**src/rtl/perf_event_monitor_if.sv**
```systemverilog
// perf_event_monitor_if: dump stream port (valid/ready word stream plus completion flag).
// Revision 1.0
`default_nettype none

interface perf_event_monitor_if #(
  parameter int IDX_W = 3,
  parameter int CNT_W = 32
) ();
  logic             dump_valid;
  logic             dump_ready;
  logic [IDX_W-1:0] dump_idx;
  logic [CNT_W-1:0] dump_data;
  logic             done;

  modport master (
    output dump_valid,
    output dump_idx,
    output dump_data,
    output done,
    input  dump_ready
  );

  modport slave (
    input  dump_valid,
    input  dump_idx,
    input  dump_data,
    input  done,
    output dump_ready
  );
endinterface

`default_nettype wire

```
**src/rtl/perf_event_monitor.sv**
```systemverilog
// perf_event_monitor: cycle/retire/event counters, frozen on halt and streamed out over a valid/ready port.
// Revision 1.0
`default_nettype none

module perf_event_monitor #(
  parameter  int NUM_EVT  = 4,
  parameter  int CNT_W    = 32,
  parameter  int SATURATE = 1,
  localparam int NCNT     = NUM_EVT + 2,
  localparam int IDX_W    = $clog2(NCNT)
) (
  input  wire logic               clk,
  input  wire logic               rst,
  input  wire logic               en,
  input  wire logic               clr,
  input  wire logic               retire,
  input  wire logic               halt,
  input  wire logic [NUM_EVT-1:0] evt,
  input  wire logic [IDX_W-1:0]   rd_idx,
  output logic      [CNT_W-1:0]   rd_data,
  output logic      [NCNT-1:0]    ovf,
  perf_event_monitor_if.master    dump_if
);

  typedef enum logic [1:0] {
    ST_RUN  = 2'd0,
    ST_DUMP = 2'd1,
    ST_DONE = 2'd2
  } state_e;

  localparam logic [IDX_W-1:0] LAST_IDX = IDX_W'(NCNT - 1);
  localparam logic [IDX_W-1:0] IDX_ONE  = IDX_W'(1);
  localparam logic [CNT_W-1:0] CNT_ONE  = CNT_W'(1);
  localparam logic [CNT_W-1:0] ALL_ONES = '1;

  state_e           state_q, state_d;
  logic [CNT_W-1:0] cnt_q [NCNT];
  logic [CNT_W-1:0] cnt_d [NCNT];
  logic [NCNT-1:0]  ovf_q, ovf_d;
  logic [IDX_W-1:0] dump_idx_q, dump_idx_d;
  logic [CNT_W-1:0] rd_data_q, rd_data_d;
  logic [CNT_W-1:0] dump_mux;
  logic [NCNT-1:0]  inc;

  // Counter 0 always ticks; a halting instruction also retires.
  assign inc = {evt, retire | halt, 1'b1};

  always_comb begin
    state_d    = state_q;
    dump_idx_d = dump_idx_q;
    ovf_d      = ovf_q;
    cnt_d      = cnt_q;
    if (clr) begin
      state_d    = ST_RUN;
      dump_idx_d = '0;
      ovf_d      = '0;
      for (int i = 0; i < NCNT; i++) cnt_d[i] = '0;
    end else begin
      case (state_q)
        ST_RUN: begin
          if (en) begin
            for (int i = 0; i < NCNT; i++) begin
              if (inc[i]) begin
                if (cnt_q[i] == ALL_ONES) begin
                  ovf_d[i] = 1'b1;
                  cnt_d[i] = (SATURATE != 0) ? ALL_ONES : '0;
                end else begin
                  cnt_d[i] = cnt_q[i] + CNT_ONE;
                end
              end
            end
            if (halt) state_d = ST_DUMP;
          end
        end
        ST_DUMP: begin
          // The last index is held rather than advanced so it never wraps past NCNT-1.
          if (dump_if.dump_ready) begin
            if (dump_idx_q == LAST_IDX) state_d = ST_DONE;
            else                        dump_idx_d = dump_idx_q + IDX_ONE;
          end
        end
        default: ;
      endcase
    end
  end

  // Out-of-range read indices fall through to zero.
  always_comb begin
    rd_data_d = '0;
    dump_mux  = '0;
    for (int i = 0; i < NCNT; i++) begin
      if (rd_idx == IDX_W'(i))     rd_data_d = cnt_q[i];
      if (dump_idx_q == IDX_W'(i)) dump_mux  = cnt_q[i];
    end
  end

  always_ff @(posedge clk or negedge rst) begin
    if (!rst) begin
      state_q    <= ST_RUN;
      dump_idx_q <= '0;
      ovf_q      <= '0;
      rd_data_q  <= '0;
      for (int i = 0; i < NCNT; i++) cnt_q[i] <= '0;
    end else begin
      state_q    <= state_d;
      dump_idx_q <= dump_idx_d;
      ovf_q      <= ovf_d;
      rd_data_q  <= rd_data_d;
      cnt_q      <= cnt_d;
    end
  end

  assign rd_data            = rd_data_q;
  assign ovf                = ovf_q;
  assign dump_if.dump_valid = (state_q == ST_DUMP);
  assign dump_if.done       = (state_q == ST_DONE);
  assign dump_if.dump_idx   = dump_idx_q;
  assign dump_if.dump_data  = dump_mux;

endmodule

`default_nettype wire

```
**src/flat_wrapper.sv**
```systemverilog
// flat-port wrapper written by rule: the top's interface ports become plain ports
module perf_event_monitor_flat 
#(
  parameter  int NUM_EVT  = 4,
  parameter  int CNT_W    = 32,
  parameter  int SATURATE = 1,
  localparam int NCNT     = NUM_EVT + 2,
  localparam int IDX_W    = $clog2(NCNT)
)
  (clk, rst, en, clr, retire, halt, evt, rd_idx, rd_data, ovf, dump_if_dump_valid, dump_if_dump_idx, dump_if_dump_data, dump_if_done, dump_if_dump_ready);
  perf_event_monitor_if #(.IDX_W(3), .CNT_W(CNT_W)) dump_if_i ();
  input  wire logic clk;
  input  wire logic rst;
  input  wire logic en;
  input  wire logic clr;
  input  wire logic retire;
  input  wire logic halt;
  input  wire logic [NUM_EVT-1:0] evt;
  input  wire logic [IDX_W-1:0] rd_idx;
  output logic      [CNT_W-1:0] rd_data;
  output logic      [NCNT-1:0] ovf;
  output wire logic [$bits(dump_if_i.dump_valid)-1:0] dump_if_dump_valid;
  output wire logic [$bits(dump_if_i.dump_idx)-1:0] dump_if_dump_idx;
  output wire logic [$bits(dump_if_i.dump_data)-1:0] dump_if_dump_data;
  output wire logic [$bits(dump_if_i.done)-1:0] dump_if_done;
  input wire logic [$bits(dump_if_i.dump_ready)-1:0] dump_if_dump_ready;
  assign dump_if_dump_valid = dump_if_i.dump_valid;
  assign dump_if_dump_idx = dump_if_i.dump_idx;
  assign dump_if_dump_data = dump_if_i.dump_data;
  assign dump_if_done = dump_if_i.done;
  assign dump_if_i.dump_ready = dump_if_dump_ready;
  perf_event_monitor #(.NUM_EVT(NUM_EVT), .CNT_W(CNT_W), .SATURATE(SATURATE)) u_core (.clk(clk), .rst(rst), .en(en), .clr(clr), .retire(retire), .halt(halt), .evt(evt), .rd_idx(rd_idx), .rd_data(rd_data), .ovf(ovf), .dump_if(dump_if_i));
endmodule
```
**config.mk**
```make
export PLATFORM = sky130hd
export DESIGN_NAME = perf_event_monitor_flat
export DESIGN_NICKNAME = d
export VERILOG_FILES = /design/src/rtl/perf_event_monitor_if.sv /design/src/rtl/perf_event_monitor.sv /design/src/flat_wrapper.sv
export SDC_FILE = /design/constraint.sdc
export NUM_CORES = 1
export LEC_CHECK = 0
export CORE_ASPECT_RATIO = 0.9
export CORE_MARGIN = 1
export CORE_UTILIZATION = 55
export DETAILED_ROUTE_END_ITERATION = 8
export GPL_ROUTABILITY_DRIVEN = 1
export GPL_TIMING_DRIVEN = 0
export PLACE_DENSITY = 0.78
export RECOVER_POWER = 50
export SLEW_MARGIN = 20
export SYNTH_ARGS = -nofsm -noshare
export SYNTH_HDL_FRONTEND = slang
export SYNTH_SLANG_ARGS = --single-unit
```
**constraint.sdc**
```tcl
create_clock -name clk -period 2.45 [get_ports clk]
set_clock_uncertainty 0.2 [all_clocks]
set_input_delay 0.49 -clock clk [delete_from_list [all_inputs] [get_ports clk]]
set_output_delay 0.49 -clock clk [all_outputs]
set_load 0.02 [all_outputs]
```
==> reports/results.ini <==
[clock_network]
numCtsBuffers=26
cts_sinks=235
clk_path_buf_depth=3
htree_levels=1
clock-root-buffer=clkbuf_16
clock_latency_ps=560
cts_tree=built
clk_pin_slew_worst_paths_ps=60

[synth]
synth_top_flop_cell=dfrtp_1
synthTopCellsByArea=dfrtp_1 41%, o21ai_0 5.0%, a21oi_1 4.3%
synthDistinctLibCells=69
async_flop_share=1.00
synth-adder-area-share=0.00950
synth_edf_count=0
synth_compound_area_frac=0.180
synth-seq-cells=235
yosys.area_share.simple=0.232
synth_top_family_by_area=simple AND/OR/NAND/NOR gates
synth_top_area_frac=0.406
synth_top_area_cell=dfrtp_1
yosysSeqAreaShare=0.406
synthCells=1629
synthMuxAreaShare=0.0577
yosysWarnings=0
synth_area_per_cell_sq_um=8.89
synth-xor-area-share=0.0708
syn_nets=1654
syn-cell-area_sq_um=14500

[finish]
final_cell_mix=194 x dfrtp_1, 129 x o21ai_0, 113 x nor2_1, 81 x buf_4, 78 x nand2_1
final_common_cell=dfrtp_1
nets=1830
syn_to_final_growth_pct=31.4
final_core_util=0.748
drive_gt1_frac=0.270
antennaDiodeCount=0

[job]
maxCapViolCount=0

[timing]
hold_viol=0
finalWorstSetupSlack_ps=-967
relSlewSlack=0.143
drv_slew=0
setup-violations-final=90
post-route-period-util=1.39
worst_pin_slew_ps=1290
rsz0062_at_grt=yes
final.min_clock_period_ps=3420
clock.fmax_mhz=293

[routing]
drtPass1Iterations=8
routed_via_density=7.13
routed-via-count=15500
finalWirelength_microns=55300
ant_nets=0
wl_per_cell_microns=25.5
drtIter0Drc=2476
drc=0

[run_status]
violations=setup timing
status=finished with violations

[pwr]
p_total_uw=9330
p_per_area_nw_per_um2=490
ir_drop_mv=0.535
cellLeakagePower_uw=0.00789

[placed_design]
globalplace.congestion=1.04
numPortBuffers=85
hpwl_microns=37900

[floorplanning]
num_rows=55
die_area_sq_um=27000
die_h_microns=156
core_sq_um=25500
io_pins=89
dieWidth_microns=173
start_util=0.569

[grt]
antenna_found_initial=0
grt_max_degree=100
overflow=0
grt_pass1_vias=14200
grt_pass1_wl_microns=82700
grt_usage=0.398

[worst_setup_path]
path_class=flop to output pin
end_kind=output pin
crit_path_start_kind=flop
arrival_ps=2730
r2r_setup_slack_ps=-280
cp.required_ps=1760
crit_fanout=10

[hold_path]
hp-class=primary input to flop

metal layers:
layer	wire length, microns	global-route usage	share of wire	vias to the layer above
met5	0	0	0	-
met4	3910	0.234	0.071	0
met3	6970	0.0826	0.13	282
met2	23100	0.577	0.42	1240
met1	21300	0.554	0.39	7459
li1	-	-	-	6478
logic make-up (layout without fill, tap and decap cells):
kind of cell / count (synthesis) / count (layout)
AO/OA/AOI/OAI: 434 / 434
XOR/XNOR: 117 / 117
adder cells (fa/ha/maj): 11 / 11
buffers and inverters: 163 / 359
flip-flops: 235 / 235
multiplexers: 71 / 71
AND/OR/NAND/NOR: 598 / 598
path summary, 6_finish.rpt:
check,start,endpoint,depth (start not counted)
setup / recovery,u_core.dump_if.dump_idx[0],dump_if_dump_data[1],10
hold / removal,clr,u_core.cnt_q[92],2
setup reg to reg,u_core.state_q[1],u_core.cnt_q[73],8
hold reg to reg,u_core.ovf[4],u_core.ovf[4],1
max in group asynchronous,rst,u_core.cnt_q[96],3
min in group asynchronous,rst,u_core.cnt_q[186],2
power breakdown:
| part | leakage, uW | switching [uW] | internal (uW) |
|---|---|---|---|
| Sequential | 0.00321 | 34.4 | 3900 |
| Clock | 0.000473 | 1720 | 2620 |
| Combinational | 0.00421 | 675 | 376 |
| Total | 0.00789 | 2430 | 6900 |
state kept, by name (all words and copies together) (netlist names):
name and flops:
u_core.dump_if.dump_idx 3, u_core.rd_data 32, u_core.state_q 2, u_core.ovf 6, u_core.cnt_q 192
layout make-up:
class                      count  area (sq um)
sequential                   235          5930
inverter                      28           108
timing repair buffer         167          1610
clock inverter                 9           120
fill                        1728          6430
tap                          342           428
clock buffer                  39           821
multi-input combinational   1231          9290
buffer                       116           733
what timing repair did:
item	in CTS	in global routing
gates cloned	6	0
hold buffers	1	0
resized for setup	400	172
setup endpoints to repair	267	216
setup buffers	45	32
endpoints found under the hold margin	44	0
pin swaps	54	38
stage by stage:
step | area (sq um) | worst slack (ps) | hold WS [ps] | setup TNS [ps] | instances
after floorplan | 14600 | 2.54 | -5.59 | 0 | 1629
after detailed placement | 16000 | -1850 | 226 | -300640 | 2058
after global placement | 15900 | -10450 | 268 | -2540180 | 2056
after CTS | 18400 | -816 | 158 | -25310 | 2147
after global routing | 19000 | -1010 | 215 | -38880 | 2167
final | 19000 | -967 | 171 | -35080 | 2167
synth_stat cells, drive strengths merged, types with 24 or more instances:
library cell,count
o21ai,146
nand4,59
inv,28
o22ai,43
nand2,82
a21oi,123
a221oi,33
xor2,50
and3,47
xnor2,67
nand3,56
nor4,34
mux2i,61
nor3,96
nor2,118
clkbuf,111
and4,34
dfrtp,235
buf,24
critical path, cell delays in order, from the launching register on:
cell	delay, ps
dfrtp_2	430
inv_2	90
ha_1	190
nor2b_1	280
clkbuf_8	260
clkbuf_16	210
a221oi_2	60
nor3_2	260
a21oi_2	90
a21oi_2	150
buf_4	150
Note: power is estimated with default switching activity, not from simulation.
